`src/rtl/sync_handshake_tx.sv`:
```
// Source side of a two-phase (toggle) req/ack clock-domain crossing.
// Holds each value stable on xfer_data, toggles xfer_req to announce it, and
// waits for the far end's synchronized ack toggle before launching the next.
// Values offered mid-transfer are coalesced into a one-entry pending slot.
module sync_handshake_tx #(
    parameter int unsigned width    = 8,
    parameter int unsigned cntwidth = 8
) (
    input  logic                clk,
    input  logic                rst,
    input  logic [width-1:0]    din,
    input  logic                din_valid,
    output logic                busy,
    output logic [width-1:0]    xfer_data,
    output logic                xfer_req,
    input  logic                xfer_ack,
    output logic [cntwidth-1:0] overwrite_cnt,
    output logic                proto_err
);

    typedef enum logic {
        IDLE = 1'b0,
        WAIT = 1'b1
    } state_t;

    state_t             state, state_next;
    logic               ack_s1, ack_s2;
    logic               done;
    logic               pending_valid, pending_valid_next;
    logic [width-1:0]   pending_data, pending_data_next;
    logic [width-1:0]   xfer_data_next;
    logic               xfer_req_next;
    logic               proto_err_next;
    logic               cnt_inc;

    assign done = (ack_s2 == xfer_req);

    // Two-flop synchronizer for the asynchronous ack toggle
    always_ff @(posedge clk) begin
        if (!rst) begin
            ack_s1 <= 1'b0;
            ack_s2 <= 1'b0;
        end else begin
            ack_s1 <= xfer_ack;
            ack_s2 <= ack_s1;
        end
    end

    // State register
    always_ff @(posedge clk) begin
        if (!rst) state <= IDLE;
        else      state <= state_next;
    end

    // Next-state and datapath update decisions
    always_comb begin
        state_next         = state;
        xfer_data_next     = xfer_data;
        xfer_req_next      = xfer_req;
        pending_valid_next = pending_valid;
        pending_data_next  = pending_data;
        proto_err_next     = proto_err;
        cnt_inc            = 1'b0;
        unique case (state)
            IDLE: begin
                if (ack_s2 != xfer_req) proto_err_next = 1'b1;
                if (din_valid) begin
                    xfer_data_next = din;
                    xfer_req_next  = ~xfer_req;
                    state_next     = WAIT;
                end
            end
            WAIT: begin
                if (!done) begin
                    if (din_valid) begin
                        pending_data_next  = din;
                        pending_valid_next = 1'b1;
                        cnt_inc            = pending_valid;
                    end
                end else if (din_valid) begin
                    // Fresh input beats the pending slot; the old pending value is dropped
                    xfer_data_next     = din;
                    xfer_req_next      = ~xfer_req;
                    pending_valid_next = 1'b0;
                    cnt_inc            = pending_valid;
                end else if (pending_valid) begin
                    xfer_data_next     = pending_data;
                    xfer_req_next      = ~xfer_req;
                    pending_valid_next = 1'b0;
                end else begin
                    state_next = IDLE;
                end
            end
            default: state_next = IDLE;
        endcase
    end

    // Registered datapath, pending slot, counters and sticky error
    always_ff @(posedge clk) begin
        if (!rst) begin
            xfer_data     <= '0;
            xfer_req      <= 1'b0;
            pending_valid <= 1'b0;
            pending_data  <= '0;
            overwrite_cnt <= '0;
            proto_err     <= 1'b0;
        end else begin
            xfer_data     <= xfer_data_next;
            xfer_req      <= xfer_req_next;
            pending_valid <= pending_valid_next;
            pending_data  <= pending_data_next;
            proto_err     <= proto_err_next;
            if (cnt_inc && (overwrite_cnt != '1))
                overwrite_cnt <= overwrite_cnt + cntwidth'(1);
        end
    end

    // Output decode: busy mirrors the WAIT state
    always_comb begin
        busy = (state == WAIT);
    end

endmodule

```
`config.mk`:
```
export PLATFORM = sky130hd
export DESIGN_NAME = sync_handshake_tx
export DESIGN_NICKNAME = d
export VERILOG_FILES = /design/src/rtl/sync_handshake_tx.sv
export SDC_FILE = /design/constraint.sdc
export NUM_CORES = 1
export LEC_CHECK = 0
export ABC_AREA = 1
export ABC_CLOCK_PERIOD_IN_PS = 3000
export BUFFER_PORTS_ARGS = -buffer_cell sky130_fd_sc_hd__clkbuf_2
export CAP_MARGIN = 30
export CORE_MARGIN = 2
export CORE_UTILIZATION = 55
export DETAILED_ROUTE_END_ITERATION = 6
export GPL_ROUTABILITY_DRIVEN = 1
export PLACE_DENSITY = 0.91
export SLEW_MARGIN = 25
export SYNTH_ARGS = -nofsm -noshare
export SYNTH_HDL_FRONTEND = slang
export SYNTH_SLANG_ARGS = --single-unit
```
`constraint.sdc`:
```
create_clock -name clk -period 3 [get_ports clk]
set_input_delay 0.15 -clock clk [delete_from_list [all_inputs] [get_ports clk]]
set_output_delay 0.15 -clock clk [all_outputs]
set_load 0.03 [all_outputs]
```
; After elaboration in Yosys (flattened, before gate mapping)
; Cells that the tools add are included.
[classes]
reduce_logical = 6
add_sub_neg = 1
n_eq_ne = 6
bitwise_logic = 3
n_mux = 19
[ops]
columns = cell, count
row1 = two-way mux 8 bit, 4
row2 = case mux 8 bit (2 select lines), 1
row3 = two-way mux 1 bit, 12
row4 = adder 8 x 1 -> 8 bit (second input constant), 1
row5 = inequality test 8 bit (second input constant), 1
row6 = AND reduction 3 bit, 2
row7 = case mux 1 bit (2 select lines), 2
row8 = AND reduction 2 bit, 2
row9 = inequality test 3 x 2 -> 1 bit (second input constant), 1
row10 = inverter 1 bit, 3
row11 = inequality test 2 x 1 -> 1 bit (second input constant), 1
row12 = inequality test 2 bit (second input constant), 1
row13 = nonzero test 2 bit, 1
row14 = equality test 1 bit, 1
row15 = logical AND 1 bit, 1
row16 = inequality test 1 bit, 1
[word_totals]
elab_cells = 44
register_bits = 30

; Logic depth before layout (Yosys ltp)
; Gate-level depths: netlist (run 1).
[depth]
ltp_word = 5
mapped_depth = 8

; Worst setup path before layout (run 1)
; No wires, ideal clock.
[synth_path]
path_kind = register to register
start = register overwrite_cnt[0]
end = register overwrite_cnt[0]
setup_time_ps = 116
path_stages_with_launch = 8
required_ps = 2884
arrival_time_ps = 1348
slack_ps = 1537
cell_sequence = dfxtp_1 > ha_1 > nand2_1 > nor2_1 > nand2_2 > buf_6 > a21oi_1 > nor2_1
[synth_between]
elab_chain_cells = 2
elab_cells_between_ends = 3
classes_between = 1 x add/sub / 1 x eq/ne / 1 x reduce/logical
[synth_rtl]
columns = item, line
row1 = from (decl), 17  ; output logic [cntwidth-1:0] overwrite_cnt,
row2 = from (signal assigned), 114  ; overwrite_cnt <= overwrite_cnt + cntwidth'(1);
row3 = branches (longest 2 deep; another with adder 8 x 1 -> 8 bit), -
; Parallel ways; which one is timed is not known.
; A chain may end at the register's enable or synchronous reset.

; Worst setup path in the final report (run 1)
[layout_path]
start = register state, in the netlist busy
end = register pending_data[3]
[layout_between]
elab_chain_cells = 1
[layout_rtl]
columns = item, line
row1 = from (decl), 26  ; state_t state, state_next;
row2 = from (signal assigned), 52  ; else state <= state_next;
row3 = AND reduction 3 bit (no line), -
row4 = to (signal assigned), 111  ; pending_data <= pending_data_next;
row5 = to (decl), 30  ; logic [width-1:0] pending_data, pending_data_next;
; Every way passes these cells.

==> impl_metrics.yaml, run 1 <==
outcome:
  status: "complete, no violations"
clocking:
  path_clk_slew_ns: 0.10
  cts-root-buf: "clkbuf_4"
  post_cts_buffers: 0
  cts_tree: "built"
  cts_buffers: 5
  h-tree-depth: 2
  cts.sinks: 30
  ctsLongestPathBuffers: 2
  clkLatencyLatePin_ns: 0.33
  cts_repair_resize_count: 0
synth:
  async_reset_ff_share_pct: 0
  synth_cells: 220
  netlist_top_cells_area: "dfxtp_1, nand2_1, nor2_1"
  synthFlopType: "dfxtp_1"
  synth_top_cell_by_area: "dfxtp_1"
  synth_edf_count: 0
  synth_most_common_cell: "nand2_1"
  syn_area_per_cell_um2: 6.72
  ys_types: 22
  yosys.area.top_type_share_pct: 40.6
  syn_area_um2: 1480
  ys_warn_count: 0
  synth_nets: 233
  seq_area_frac_synth_pct: 40.6
  synth_common_cells: "nand2_1, nor2_1, dfxtp_1, inv_1, o21ai_0"
  ys_ff_latch: 30
critical_path:
  cp.required_ns: 3.27
  r2r_end: "pending_data[3]"
  r2r_start: "busy"
  critPathMaxFanout: 17
  cp-endpoint: "pending_data[3]"
  regToRegSetupSlack_ns: 1.57
  crit_arrival_ns: 1.70
  critPathCaptureType: "flop"
  cp-start-kind: "flop"
  rr_worst_depth: 4
  crit_path_start: "busy"
  path_class: "flop to flop"
place:
  io_buffers: 30
  place_inst: 272
  placed_cell_area_um2: 1590
  dp_hpwl_um: 1860
  pre_cts_slack_ns: 1.59
  gp_congestion: 0.749
power:
  peakVddDrop_mv: 0.466
  total_power_mw: 0.992
  leakage_nw: 0.888
  power.density_nw_per_um2: 579
die:
  die_w_um: 55.9
  die_y_um: 55.9
  dieArea_um2: 3120
  rows: 18
  core_area_um2: 2520
  start_util_pct: 58.6
  ios: 31
final_layout:
  fillers: 230
  synthToLayoutAreaGrowth_pct: 15.9
  nets: 263
  multi_input_area_um2: 689
  register_area_um2: 601
  final_area_um2: 1710
  n_antenna_cell: 0
  post_route_cells_drive_above_1_share_pct: 20.3
  instances_no_fill: 281
hold_path:
  worstHoldPathType: "input port to flop"
  hold_path_depth: 3
sta:
  slew_headroom_pct: 62.7
  finalMaxSlewViolations: 0
  rsz0062_at_grt: "false"
  finClkSkew_ns: 0.00551
  tns_ns: 0
  timing.fmax_ghz: 0.701
  fin_crit_sh_pct: 47.6
  hold_viol_final: 0
  finalCriticalPeriod_ns: 1.43
  setup_slack_ns: 1.57
  setup_viol: 0
  tightest_slew_ns: 0.559
detailed_routing:
  drtAntennaViolNets: 0
  vias: 1338
  routed_wl_um: 2710
  drc: 0
  vias_per_cell: 4.76
  drt-wirelength-per-cell_um: 9.65
  drt-initial-drc-count: 42
  dr.pass1.iters: 4
global_routing:
  antenna_found_initial: 0
  grt.overflow.total: 0
  grt_pass1_vias: 1093
  grt_start_max_net_pins: 30
  grt_pass1_wl_um: 4550
  grt.total_usage_pct: 17.8
flow_run:
  maxCapViolations: 0
-- layout make-up --
cell class,instances,area share (%)
timing repair buffer,31,9.34
clock buffer,6,2.99
inverter,30,6.72
multi-input combinational,152,40.2
clock inverter,2,3.50
sequential,30,35.0
tap,30,2.19
-- worst max-delay path, cell delays in order, from the launching register on --
cell	delay, ns
dfxtp_1	0.60
nand4_2	0.43
nand2_1	0.17
nand2_1	0.07
nor2_1	0.10
-- cells in the final DEF (no fill, tap or decap) --
master / count
nand2_1: 63
nor2_1: 48
dfxtp_1: 30
clkbuf_2: 30
inv_1: 27
o21ai_0: 10
a21oi_1: 9
nand3_1: 9
clkbuf_4: 5
nand2_2: 3
inv_2: 2
nand2_4: 2
bufinv_16: 2
nand4_2: 1
nand3_4: 1
nor2_2: 1
nor2_4: 1
nand3b_1: 1
inv_4: 1
o21ai_4: 1
o21a_1: 1
ha_1: 1
clkbuf_8: 1
dlygate4sd3_1: 1
-- where the power goes --
group	switching (mW)	internal [mW]
clock	0.143	0.282
combinational	0.0908	0.0426
sequential	0.0136	0.420
-- state kept, by name, indices dropped and copies added (netlist names) --
signal / count
ack_s1: 1
ack_s2: 1
busy: 1
overwrite_cnt: 8
pending_data: 8
pending_valid: 1
proto_err: 1
xfer_data: 8
xfer_req: 1
-- metrics by stage --
step	utilization, %	hold WS [ns]
final	68.0	0.0603
after global routing	68.0	0.0525
after CTS	68.0	0.0511
after detailed placement	63.1	0.339
after global placement	63.1	0.332
after floorplan	-	0.248
-- worst min path at each step --
stage,from,slack (ns),end
2_1_floorplan,xfer_ack,0.25,ack_s1
3_3_place_gp,xfer_ack,0.33,ack_s1
3_5_place_dp,xfer_ack,0.34,ack_s1
4_1_cts,din[0],0.05,pending_data[0]
5_1_grt,din[1],0.05,pending_data[1]
6_report,din[0],0.06,pending_data[0]
-- layer usage --
layer  routed length [um]  vias to the layer above  global-route usage, %
met1                 1210                      581                   20.6
met4                   33                        0                   7.14
met2                 1310                       27                   30.4
met5                    0                        -                      0
li1                     -                      725                      -
met3                  153                        5                   5.81
-- logic make-up after synthesis --
logic type	after synthesis	synth area share, %
and+or+nand+nor	130	37.7
buffers and inverters	38	12.8
DFF	30	40.6
AOI/OAI and AO/OA	21	8.04
adders and majority gates	1	0.846
-- what timing repair did --
action                     in CTS  in global routing
hold endpoints to repair        1                  0
setup endpoints to repair       0                  0
hold buffers                    1                  0
No activity file was read; power rests on OpenSTA's default activity.
==> run 2: changes to the inputs <==
--- a/config.mk
+++ b/config.mk
@@ -6,14 +6,14 @@
 export NUM_CORES = 1
 export LEC_CHECK = 0
 export ABC_AREA = 1
-export ABC_CLOCK_PERIOD_IN_PS = 3000
+export ABC_CLOCK_PERIOD_IN_PS = 1190
 export BUFFER_PORTS_ARGS = -buffer_cell sky130_fd_sc_hd__clkbuf_2
 export CAP_MARGIN = 30
 export CORE_MARGIN = 2
-export CORE_UTILIZATION = 55
+export CORE_UTILIZATION = 48
 export DETAILED_ROUTE_END_ITERATION = 6
 export GPL_ROUTABILITY_DRIVEN = 1
-export PLACE_DENSITY = 0.91
+export PLACE_DENSITY = 0.85
 export SLEW_MARGIN = 25
 export SYNTH_ARGS = -nofsm -noshare
 export SYNTH_HDL_FRONTEND = slang
==> constraint.sdc (replaced) <==
create_clock -name clk -period 1.19 [get_ports clk]
set_input_delay 0.0595 -clock clk [delete_from_list [all_inputs] [get_ports clk]]
set_output_delay 0.0595 -clock clk [all_outputs]
set_load 0.03 [all_outputs]
==> impl_metrics.yaml, run 2 (synthesis results as in run 1) <==
power:
  swShare_pct: 31.5
  power.density_nw_per_um2: 1060
  total_power_mw: 2.08
  clockPowerShare_pct: 27.3
  peakVddDrop_mv: 0.647
  power.internal_mw: 1.42
  p_sw_mw: 0.654
  seqPwrFrac_pct: 52.3
  p_comb_share_pct: 20.4
  leakage_nw: 1.01
detailed_routing:
  vias_per_cell: 4.92
  drt-wirelength-per-cell_um: 10.8
  drtAntennaViolNets: 0
  routed_wl_um: 3260
  drc: 0
  vias: 1480
  dr.pass1.iters: 5
  drt-initial-drc-count: 105
global_routing:
  grt_pass1_wl_um: 4930
  grt.overflow.total: 0
  antenna_found_initial: 0
  grt_start_max_net_pins: 18
  grt_pass1_vias: 1207
  grt.total_usage_pct: 18.8
sta:
  slew_headroom_pct: 78.0
  finClkSkew_ns: 0.00388
  hold_viol_final: 0
  finalMaxSlewViolations: 0
  setup_slack_ns: 0.0205
  timing.fmax_ghz: 0.855
  fin_crit_sh_pct: 98.3
  finalCriticalPeriod_ns: 1.17
  tightest_slew_ns: 0.330
  rsz0062_at_grt: "true"
  setup_viol: 0
final_layout:
  post_route_cells_drive_above_1_share_pct: 32.8
  reg.largest.list: "overwrite_cnt (8), pending_data (8), xfer_data (8)"
  layout_common_cells: "nand2_1, nor2_1, clkbuf_2, inv_1, dfxtp_1"
  nets: 281
  synthToLayoutAreaGrowth_pct: 32.8
  fillers: 270
  finish.utilization_pct: 65.4
  final_area_um2: 1960
  n_antenna_cell: 0
  layout_commonest_cell: "nand2_1"
critical_path:
  regToRegSetupSlack_ns: 0.02
  path_class: "flop to flop"
  crit_arrival_ns: 1.41
  cp-start-kind: "flop"
  critPathCaptureType: "flop"
  cp.required_ns: 1.43
  critPathMaxFanout: 6
die:
  die_y_um: 59.5
  core_area_um2: 3000
  rows: 20
  die_w_um: 59.5
  dieArea_um2: 3540
  ios: 31
  start_util_pct: 49.2
clocking:
  clkLatencyLatePin_ns: 0.34
  cts_tree: "built"
  ctsLongestPathBuffers: 2
  cts-root-buf: "clkbuf_4"
  path_clk_slew_ns: 0.09
  cts.sinks: 30
  h-tree-depth: 2
  cts_buffers: 5
place:
  pre_cts_slack_ns: 0.00321
  io_buffers: 30
  gp_congestion: 0.822
  dp_hpwl_um: 1900
  placed_cell_area_um2: 1660
hold_path:
  worstHoldPathType: "input port to flop"
flow_run:
  maxCapViolations: 0
outcome:
  status: "complete, no violations"
run 2: cell count changes in the layout (fill, tap and decap cells not counted), sizes merged:
cell	change
dlygate4sd3	+8
buf	+7
nand2	+3
bufinv	-2
clkinv	+2
clkbuf	-1
run 2: worst max-delay path: stages (launching register included):
cell     delay [ns]
dfxtp_4        0.39
ha_4           0.16
nand2_4        0.06
nor2_4         0.16
nand2_4        0.10
a21oi_1        0.14
nor2_1         0.06
run 2: routing by layer:
metal | vias to the layer above | share of wire (%) | wire length [um] | global-route usage, %
met5 | - | 0 | 0 | 0
met4 | 0 | 4.2 | 137 | 11.7
met3 | 14 | 4.3 | 139 | 6.77
met2 | 43 | 48 | 1570 | 28.6
met1 | 661 | 43 | 1410 | 22.3
li1 | 762 | - | - | -
run 2: cell type report:
class | count | area, um^2 | share of cell area [%]
Multi-Input combinational cell | 155 | 822 | 41.8
Sequential cell | 30 | 621 | 31.6
Timing Repair Buffer | 46 | 318 | 16.2
Inverter | 30 | 115 | 5.86
Tap cell | 33 | 41.3 | 2.10
Clock buffer | 5 | 37.5 | 1.91
Clock inverter | 2 | 10.0 | 0.510
run 2: worst paths after layout:
path	endpoint	depth (start not counted)	startpoint
worst max-delay path	overwrite_cnt[3]	6	overwrite_cnt[0]
worst min-delay path	overwrite_cnt[5]	3	rst
worst max register to register	overwrite_cnt[3]	6	overwrite_cnt[0]
worst min register to register	ack_s2	2	ack_s1
run 2: power groups by stage:
stage / logic [mW] / clock network, mW / registers [mW]
final: 0.423 / 0.567 / 1.09
after global routing: 0.471 / 0.633 / 1.09
after CTS: 0.370 / 0.584 / 1.09
after detailed placement: 0.345 / 0 / 1.11
after global placement: 0.341 / 0 / 1.11
after floorplan: 0.204 / 0 / 1.18
run 2: per-stage QoR:
stage	std cells	hold WS [ns]	TNS, ns
floorplan	220	0.157	-0.0349
CTS	294	0.117	-0.0272
finish	301	0.132	0
detailed placement	278	0.245	0
global route	301	0.137	-0.274
global placement	278	0.242	0
run 2: timing repair:
| item | CTS | global route |
|---|---|---|
| gates cloned | 0 | 3 |
| hold buffers | 9 | 0 |
| pin swaps | 0 | 11 |
| endpoints found under the setup margin | 3 | 17 |
| endpoints found under the hold margin | 9 | 0 |
| buffers inserted | 0 | 4 |
| gates resized for setup | 1 | 26 |
==> run 3: changes to the inputs <==
--- a/config.mk
+++ b/config.mk
@@ -6,14 +6,14 @@
 export NUM_CORES = 1
 export LEC_CHECK = 0
 export ABC_AREA = 1
-export ABC_CLOCK_PERIOD_IN_PS = 1190
+export ABC_CLOCK_PERIOD_IN_PS = 1400
 export BUFFER_PORTS_ARGS = -buffer_cell sky130_fd_sc_hd__clkbuf_2
 export CAP_MARGIN = 30
 export CORE_MARGIN = 2
-export CORE_UTILIZATION = 48
+export CORE_UTILIZATION = 55
 export DETAILED_ROUTE_END_ITERATION = 6
 export GPL_ROUTABILITY_DRIVEN = 1
-export PLACE_DENSITY = 0.85
+export PLACE_DENSITY = 0.91
 export SLEW_MARGIN = 25
 export SYNTH_ARGS = -nofsm -noshare
 export SYNTH_HDL_FRONTEND = slang
==> constraint.sdc (replaced) <==
create_clock -name clk -period 1.4 [get_ports clk]
set_input_delay 0.07 -clock clk [delete_from_list [all_inputs] [get_ports clk]]
set_output_delay 0.07 -clock clk [all_outputs]
set_load 0.03 [all_outputs]
==> impl_metrics.yaml, run 3 (synthesis results as in run 1) <==
critical_path:
  critPathMaxFanout: 12
  critPathCaptureType: "flop"
  cp_cell_sequence: "ha_2 -> nand2_1 -> nor2_1 -> nand2_2 -> a21oi_1 -> nor2_1"
  slowest_delay_ns: 0.38
  crit_slowest_cell: "dfxtp_2"
  cp-start-kind: "flop"
  path_delay_family: "simple AND/OR/NAND/NOR gates"
  path_buf_inv: 0
  path_class: "flop to flop"
  cp.required_ns: 1.62
  crit_arrival_ns: 1.50
  critPathMostFrequentCell: "nor2_1"
sta:
  setup_slack_ns: 0.126
  rsz0062_at_grt: "true"
  tightest_slew_ns: 0.368
  finalCriticalPeriod_ns: 1.27
  timing.fmax_ghz: 0.785
  hold_viol_final: 0
  setup_viol: 0
  fin_crit_sh_pct: 91.0
  finClkSkew_ns: 0.00636
  finalMaxSlewViolations: 0
  slew_headroom_pct: 75.5
  tns_ns: 0
hold_path:
  worstHoldPathType: "input port to flop"
clocking:
  cts-root-buf: "clkbuf_4"
  ctsLongestPathBuffers: 2
  path_clk_slew_ns: 0.08
  post_cts_buffers: 0
  cts_tree: "built"
  cts.sinks: 30
  h-tree-depth: 2
  cts_buffers: 5
  clkLatencyLatePin_ns: 0.33
die:
  start_util_pct: 58.6
  die_w_um: 55.9
  rows: 18
  core_area_um2: 2520
  ios: 31
  dieArea_um2: 3120
  die_y_um: 55.9
global_routing:
  grt_pass1_wl_um: 5050
  grt_pass1_vias: 1254
  grt_start_max_net_pins: 19
  grt.total_usage_pct: 20.4
  gr-usage-met3_pct: 6.51
  use_met2_pct: 33.7
  grt.overflow.total: 0
  gr-usage-met1_pct: 22.9
  grt_most_used_layer: "met2"
  antenna_found_initial: 0
outcome:
  status: "complete, no violations"
power:
  peakVddDrop_mv: 0.760
  total_power_mw: 1.78
  leakage_nw: 0.902
  power.density_nw_per_um2: 1010
final_layout:
  layout_common_cells: "nand2_1, nor2_1, clkbuf_2, inv_1, dfxtp_1"
  multi_input_area_um2: 701
  post_route_cells_drive_above_1_share_pct: 21.5
  register_area_um2: 604
  layout_commonest_cell: "nand2_1"
  synthToLayoutAreaGrowth_pct: 19.9
  fillers: 207
  reg.largest.list: "overwrite_cnt (8), pending_data (8), xfer_data (8)"
  nets: 273
  final_area_um2: 1770
  instances_no_fill: 291
  n_antenna_cell: 0
detailed_routing:
  drt-wirelength-per-cell_um: 10.4
  vias: 1391
  drtAntennaViolNets: 0
  drc: 0
  dr.pass1.iters: 4
  drt-initial-drc-count: 63
  vias_per_cell: 4.78
  routed_wl_um: 3020
place:
  placed_cell_area_um2: 1610
  io_buffers: 30
  pre_cts_slack_ns: 0.0426
  place_inst: 274
  dp_hpwl_um: 1890
  gp_congestion: 0.829
flow_run:
  maxCapViolations: 0
[run 3: cell count changes in the layout (fill, tap and decap cells not counted), sizes merged]
cell and delta:
clkinv -1, clkbuf +2, buf -5, nand2 -3
[run 3: routing by layer]
metal	share of wire [%]	wire length, um	up-vias
li1	-	-	743
met1	45	1370	612
met2	48	1440	27
met3	4.3	129	9
met4	2.7	80	0
met5	0	0	-
[run 3: layout make-up]
type / instances / share of cell area (%)
multi-input combinational: 152 / 39.5
sequential: 30 / 34.1
timing repair buffer: 41 / 14.4
inverter: 30 / 6.49
clock buffer: 7 / 3.11
tap: 30 / 2.12
clock inverter: 1 / 0.282
[run 3: path summary, 6_finish.rpt]
kind | start | cells after the start | to | slack (ns)
worst min-delay path | rst | 3 | overwrite_cnt[1] | 0.19
worst max-delay path | overwrite_cnt[0] | 6 | overwrite_cnt[0] | 0.13
worst max register to register | overwrite_cnt[0] | 6 | overwrite_cnt[0] | 0.13
worst min register to register | ack_s1 | 2 | ack_s2 | 0.43
[run 3: stage by stage]
step / hold slack [ns] / util (%)
2_1_floorplan: 0.168 / -
3_3_place_gp: 0.255 / 63.8
3_5_place_dp: 0.258 / 63.8
4_1_cts: 0.162 / 69.8
5_1_grt: 0.209 / 70.3
6_report: 0.192 / 70.3
[run 3: worst reg2reg max path, cell delays in order, from the launching register on]
cell and delay, ns:
dfxtp_2 0.38, ha_2 0.20, nand2_1 0.07, nor2_1 0.13
nand2_2 0.16, a21oi_1 0.17, nor2_1 0.06
[run 3: power by group]
group | internal, mW | switching (mW) | total [mW] | leakage (nW)
clock network | 0.243 | 0.290 | 0.533 | 0.0353
registers | 0.900 | 0.0313 | 0.931 | 0.247
logic | 0.111 | 0.209 | 0.320 | 0.619
total | 1.25 | 0.530 | 1.78 | 0.902
[run 3: repair_timing]
action | 4_1_cts | 5_1_grt
hold endpoints to repair | 9 | 0
setup endpoints to repair | 0 | 17
hold buffers | 9 | 0
resized for setup | 0 | 3
